### src/rtl/ifid_pkg.sv
// Shared types and constants for the IF/ID pipeline register.
package ifid_pkg;

    localparam int unsigned IFID_XLEN = 32;

    // addi x0, x0, 0
    localparam logic [IFID_XLEN-1:0] IFID_NOP = 32'h0000_0013;

    typedef enum logic [1:0] {
        RUN,
        JSTALL,
        DRAIN
    } ifid_state_e;

    typedef struct packed {
        logic                 valid;
        logic                 bubble;
        logic [IFID_XLEN-1:0] pc;
        logic [IFID_XLEN-1:0] inst;
    } ifid_bus_t;

    // Contents of the ID-side register on an injected bubble.
    function automatic ifid_bus_t ifid_bubble_bus(input logic [IFID_XLEN-1:0] nop);
        ifid_bus_t b;
        b.valid  = 1'b0;
        b.bubble = 1'b1;
        b.pc     = '0;
        b.inst   = nop;
        return b;
    endfunction

endpackage

### src/rtl/ifid_ctrl.sv
// IF/ID control FSM: decides per edge whether the data register loads,
// takes a bubble or holds, and counts trailing bubbles after a stall
// release or a flush.
module ifid_ctrl
    import ifid_pkg::*;
#(
    parameter int unsigned POST_NOPS = 1
) (
    input  logic clk_i,
    input  logic rst_ni,
    input  logic jump_stall_i,
    input  logic full_stall_i,
    input  logic jump_en_i,
    output logic load_o,
    output logic bubble_o,
    output logic hold_o
);

    if (POST_NOPS < 1 || POST_NOPS > 7) begin : g_bad_post_nops
        $error("ifid_ctrl: POST_NOPS must be in 1..7");
    end

    // Remaining drain bubbles once the release/flush bubble has been emitted.
    localparam logic [2:0] DrainInit = 3'(POST_NOPS - 1);

    ifid_state_e state_q, state_d;
    logic [2:0]  cnt_q, cnt_d;

    // State and drain counter register.
    always_ff @(posedge clk_i or negedge rst_ni) begin
        if (!rst_ni) begin
            state_q <= RUN;
            cnt_q   <= 3'd0;
        end else begin
            state_q <= state_d;
            cnt_q   <= cnt_d;
        end
    end

    // Next-state: flush beats full stall beats jump stall beats normal flow.
    always_comb begin
        state_d = state_q;
        cnt_d   = cnt_q;
        if (jump_en_i) begin
            cnt_d   = DrainInit;
            state_d = (DrainInit != 3'd0) ? DRAIN : RUN;
        end else if (full_stall_i) begin
            state_d = state_q;
            cnt_d   = cnt_q;
        end else begin
            unique case (state_q)
                RUN: begin
                    if (jump_stall_i) begin
                        state_d = JSTALL;
                    end
                end
                JSTALL: begin
                    if (!jump_stall_i) begin
                        cnt_d   = DrainInit;
                        state_d = (DrainInit != 3'd0) ? DRAIN : RUN;
                    end
                end
                DRAIN: begin
                    if (jump_stall_i) begin
                        state_d = JSTALL;
                        cnt_d   = 3'd0;
                    end else begin
                        cnt_d = cnt_q - 3'd1;
                        if (cnt_q == 3'd1) begin
                            state_d = RUN;
                        end
                    end
                end
                default: begin
                    state_d = RUN;
                    cnt_d   = 3'd0;
                end
            endcase
        end
    end

    // Enables for the data register; exactly one is high every cycle.
    always_comb begin
        hold_o   = 1'b0;
        load_o   = 1'b0;
        bubble_o = 1'b0;
        if (jump_en_i) begin
            bubble_o = 1'b1;
        end else if (full_stall_i) begin
            hold_o = 1'b1;
        end else if (state_q == RUN && !jump_stall_i) begin
            load_o = 1'b1;
        end else begin
            bubble_o = 1'b1;
        end
    end

endmodule

### src/rtl/ifid_stage.sv
// IF/ID pipeline register. Injects NOP bubbles on jump stalls and flushes,
// freezes on full (ROB) stalls. Optional performance counters are built
// when IFID_PERF_CNT_EN is defined.
module ifid_stage
    import ifid_pkg::*;
#(
    parameter int unsigned      XLEN      = 32,
    parameter logic [XLEN-1:0]  NOP_INST  = IFID_NOP,
    parameter int unsigned      POST_NOPS = 1
) (
    input  logic            clk_i,
    input  logic            rst_ni,
    input  logic            if_valid_i,
    input  logic [XLEN-1:0] if_pc_i,
    input  logic [XLEN-1:0] if_inst_i,
    input  logic            jump_stall_i,
    input  logic            full_stall_i,
    input  logic            jump_en_i,
    output logic            id_valid_o,
    output logic [XLEN-1:0] id_pc_o,
    output logic [XLEN-1:0] id_inst_o,
    output logic            id_bubble_o
`ifdef IFID_PERF_CNT_EN
    ,
    output logic [31:0]     perf_bubble_cnt_o,
    output logic [31:0]     perf_hold_cnt_o
`endif
);

    if (XLEN != IFID_XLEN) begin : g_bad_xlen
        $error("ifid_stage: XLEN must match IFID_XLEN");
    end
    if (POST_NOPS < 1 || POST_NOPS > 7) begin : g_bad_post_nops
        $error("ifid_stage: POST_NOPS must be in 1..7");
    end

    logic load, bubble, hold;

    ifid_ctrl #(
        .POST_NOPS (POST_NOPS)
    ) u_ctrl (
        .clk_i        (clk_i),
        .rst_ni       (rst_ni),
        .jump_stall_i (jump_stall_i),
        .full_stall_i (full_stall_i),
        .jump_en_i    (jump_en_i),
        .load_o       (load),
        .bubble_o     (bubble),
        .hold_o       (hold)
    );

    ifid_bus_t bus_q, bus_d;

    // Next register contents; an invalid fetch still loads but carries a NOP.
    always_comb begin
        bus_d = bus_q;
        if (bubble) begin
            bus_d = ifid_bubble_bus(NOP_INST);
        end else if (load) begin
            bus_d.valid  = if_valid_i;
            bus_d.bubble = 1'b0;
            bus_d.pc     = if_pc_i;
            bus_d.inst   = if_valid_i ? if_inst_i : NOP_INST;
        end
    end

    // ID-side data register.
    always_ff @(posedge clk_i or negedge rst_ni) begin
        if (!rst_ni) begin
            bus_q <= ifid_bubble_bus(NOP_INST);
        end else begin
            bus_q <= bus_d;
        end
    end

    assign id_valid_o  = bus_q.valid;
    assign id_bubble_o = bus_q.bubble;
    assign id_pc_o     = bus_q.pc;
    assign id_inst_o   = bus_q.inst;

`ifdef IFID_PERF_CNT_EN
    logic [31:0] perf_bubble_q, perf_bubble_d;
    logic [31:0] perf_hold_q, perf_hold_d;

    // Saturating event counters.
    always_comb begin
        perf_bubble_d = perf_bubble_q;
        perf_hold_d   = perf_hold_q;
        if (bubble && perf_bubble_q != 32'hFFFF_FFFF) begin
            perf_bubble_d = perf_bubble_q + 32'd1;
        end
        if (hold && perf_hold_q != 32'hFFFF_FFFF) begin
            perf_hold_d = perf_hold_q + 32'd1;
        end
    end

    // Counter registers.
    always_ff @(posedge clk_i or negedge rst_ni) begin
        if (!rst_ni) begin
            perf_bubble_q <= 32'd0;
            perf_hold_q   <= 32'd0;
        end else begin
            perf_bubble_q <= perf_bubble_d;
            perf_hold_q   <= perf_hold_d;
        end
    end

    assign perf_bubble_cnt_o = perf_bubble_q;
    assign perf_hold_cnt_o   = perf_hold_q;
`endif

endmodule

### config.mk
export PLATFORM = sky130hd
export DESIGN_NAME = ifid_stage
export DESIGN_NICKNAME = d
export VERILOG_FILES = /design/src/rtl/ifid_pkg.sv /design/src/rtl/ifid_ctrl.sv /design/src/rtl/ifid_stage.sv
export SDC_FILE = /design/constraint.sdc
export NUM_CORES = 1
export LEC_CHECK = 0
export BUFFER_PORTS_ARGS = -buffer_cell sky130_fd_sc_hd__buf_2
export CORE_ASPECT_RATIO = 2
export CORE_MARGIN = 5
export CORE_UTILIZATION = 41
export DETAILED_ROUTE_END_ITERATION = 7
export PLACE_DENSITY = 0.76
export SYNTH_ARGS = -nofsm -noshare
export SYNTH_HDL_FRONTEND = slang
export SYNTH_HIERARCHICAL = 1
export SYNTH_SLANG_ARGS = --single-unit
### constraint.sdc
create_clock -name clk_i -period 1.3 [get_ports clk_i]
set_clock_uncertainty 0.05 [all_clocks]
set_input_delay 0.26 -clock clk_i [delete_from_list [all_inputs] [get_ports clk_i]]
set_output_delay 0.26 -clock clk_i [all_outputs]
set_load 0.01 [all_outputs]
==> flow_metrics.tcl <==
set metrics [dict create \
    slew_viol_final 0 \
    hpwl_um 5260 \
    drt-pass1-iter-count 4 \
    setup-tns-final_ns -7.42 \
    synthCells 199 \
    place_ws_ns -0.255 \
    core-area_mm2 0.00631 \
    dr_total_vias 2177 \
    synth_fp_nets 269 \
    static-leakage-power_nw 2.00 \
    numCtsBuffers 9 \
    crit_arrival_ns 1.62 \
    fin_crit_sh_pct 112 \
    grt_remaining_overflow 0 \
    vdd_ir_drop_max_v 0.00104 \
    start_kind "register" \
    max_freq_ghz 0.686 \
    die_area_mm2 0.00831 \
    vias_per_cell 5.04 \
    syn_area_per_cell_um2 13.4 \
    grt_max_degree 68 \
    antenna_found_initial 0 \
    root_buffer "clkbuf_16" \
    grt_util_met2_pct 33.0 \
    max_stage_delay_ns 0.40 \
    p_int_mw 3.72 \
    syn_area_mm2 0.00267 \
    crit_slowest_cell "dfrtp_1" \
    grt_pass1_wl_um 11300 \
    top_usage_layer "met2" \
    required_ns 1.46 \
    setup_slack_ns -0.157 \
    clkSlewWorstSetupHoldPaths_ns 0.05 \
    dp_cells 413 \
    setup_violations 63 \
    violations "setup timing" \
    n_antenna_cell 0 \
    initial_core_util_pct 42.2 \
    h-tree-depth 3 \
    port-buffer-count 135 \
    drc 0 \
    clk_latency_ns 0.32 \
    met3_usage_pct 5.42 \
    clockBufferDepth 2 \
    rows 41 \
    p_sw_mw 1.07 \
    routed_wirelength_um 7360 \
    clkSinkCount 67 \
    status "finished, violations left" \
    grt_pass1_vias 2357 \
    tightest_slew_ns 0.393 \
    p_sw_share_pct 22.2 \
    drt_iter0_drc 101 \
    end_kind "register" \
    drive_above_1_share_pct 49.1 \
    min_period_ns 1.46 \
    finalHoldViolations 0 \
    min_path_type "in2reg" \
    ys.warnings.count 6 \
    fin_nets 411 \
    ios 136 \
    slew_headroom_pct 73.7 \
    worstPathMaxFanout 31 \
    stdcell_count 432 \
    power_frac_clock_pct 45.6 \
    use_met1_pct 19.0 \
    cts_tree "done" \
    dieHeight_um 124 \
    grt_use_total_pct 18.8 \
    power_frac_comb_pct 9.5 \
    die_w_um 67.0 \
    cp_cell_sequence "nor2_1 -> o21bai_4 -> nor2b_4 -> buf_12 -> a32o_1" \
    powerDensity_mw_per_mm2 1240 \
    ant_nets 0 \
    routedWlPerCell_um 17.0 \
    rsz0062_at_grt "true" \
    p_seq_share_pct 44.8 \
    cap_violations 0 \
    gp_congestion 0.766 \
    area_growth_pct 44.9 \
    worstSetupPathType "reg2reg" \
]
## metal layers
layer | up-vias | part of all wire (%)
li1 | 1010 | -
met4 | 0 | 3.4
met1 | 1054 | 33
met5 | - | 0
met3 | 20 | 5.9
met2 | 93 | 58
## critical path, delay by kind of cell, from the launching register on
kind,cells,cell delay [ns]
AOI/OAI and AO/OA,2,0.53
buffers and inverters,1,0.17
DFF,1,0.40
and+or+nand+nor,2,0.17
## layout make-up
class / count / area (um2)
fill: 554 / 2450
clock inverter: 2 / 10.0
timing repair buffer: 147 / 885
clock buffer: 14 / 264
sequential: 67 / 1680
inverter: 4 / 15.0
tap: 86 / 108
multi-input combinational: 112 / 898
## cell usage in the layout (no fill, tap or decap), types with 2 or more instances in the layout
cell and n:
buf_4 4, mux2i_1 33, buf_6 5, buf_12 5, clkbuf_8 2, inv_1 3
buf_2 131, nor3_1 3, clkbuf_1 3, dfrtp_1 63, a31oi_1 3, clkinv_2 2
a32o_1 28, nor2_4 2, clkbuf_16 9, dfstp_2 4, nor2_1 35
## through the flow
step	total power, mW	utilization, %	cell area [um2]	hold WS [ns]
after floorplan	2.38	-	2700	-0.0856
after global placement	2.59	54.9	3470	0.249
after detailed placement	2.61	54.9	3470	0.255
after CTS	4.85	61.0	3850	0.0872
after global routing	5.03	61.2	3860	0.0997
final	4.79	61.2	3860	0.102
## state kept, by name (all words and copies together), names as in the netlist
signal and flops:
id_inst_o 32, id_pc_o 32, id_bubble_o 1, id_valid_o 1
u_ctrl/state_q 1
## power by group through the flow
| stage | sequential, mW | combinational [mW] | clock [mW] |
|---|---|---|---|
| after floorplan | 2.20 | 0.184 | 0 |
| after global placement | 2.18 | 0.416 | 0 |
| after detailed placement | 2.18 | 0.426 | 0 |
| after CTS | 2.15 | 0.461 | 2.24 |
| after global routing | 2.15 | 0.500 | 2.38 |
| final | 2.15 | 0.457 | 2.19 |
## what timing repair did
action / CTS / global route
hold endpoints to repair: 63 / 0
hold buffers: 1 / 0
pin swaps: 1 / 0
gates cloned: 2 / 0
gates resized for setup: 11 / 3
buffers inserted: 0 / 0
setup endpoints to repair: 68 / 69
## final timing paths
path | slack [ns] | from | to | cells after the start
hold / removal | 0.10 | if_inst_i[4] | id_inst_o[4] | 3
setup reg to reg | -0.16 | u_ctrl/state_q[0] | id_inst_o[13] | 5
hold reg to reg | 0.43 | id_inst_o[6] | id_inst_o[6] | 1
min in group asynchronous | 0.43 | rst_ni | id_inst_o[17] | 3
setup / recovery | -0.16 | u_ctrl/state_q[0] | id_inst_o[13] | 5
max in group asynchronous | 0.44 | rst_ni | id_inst_o[1] | 3
(Power assumes the default switching activity.)
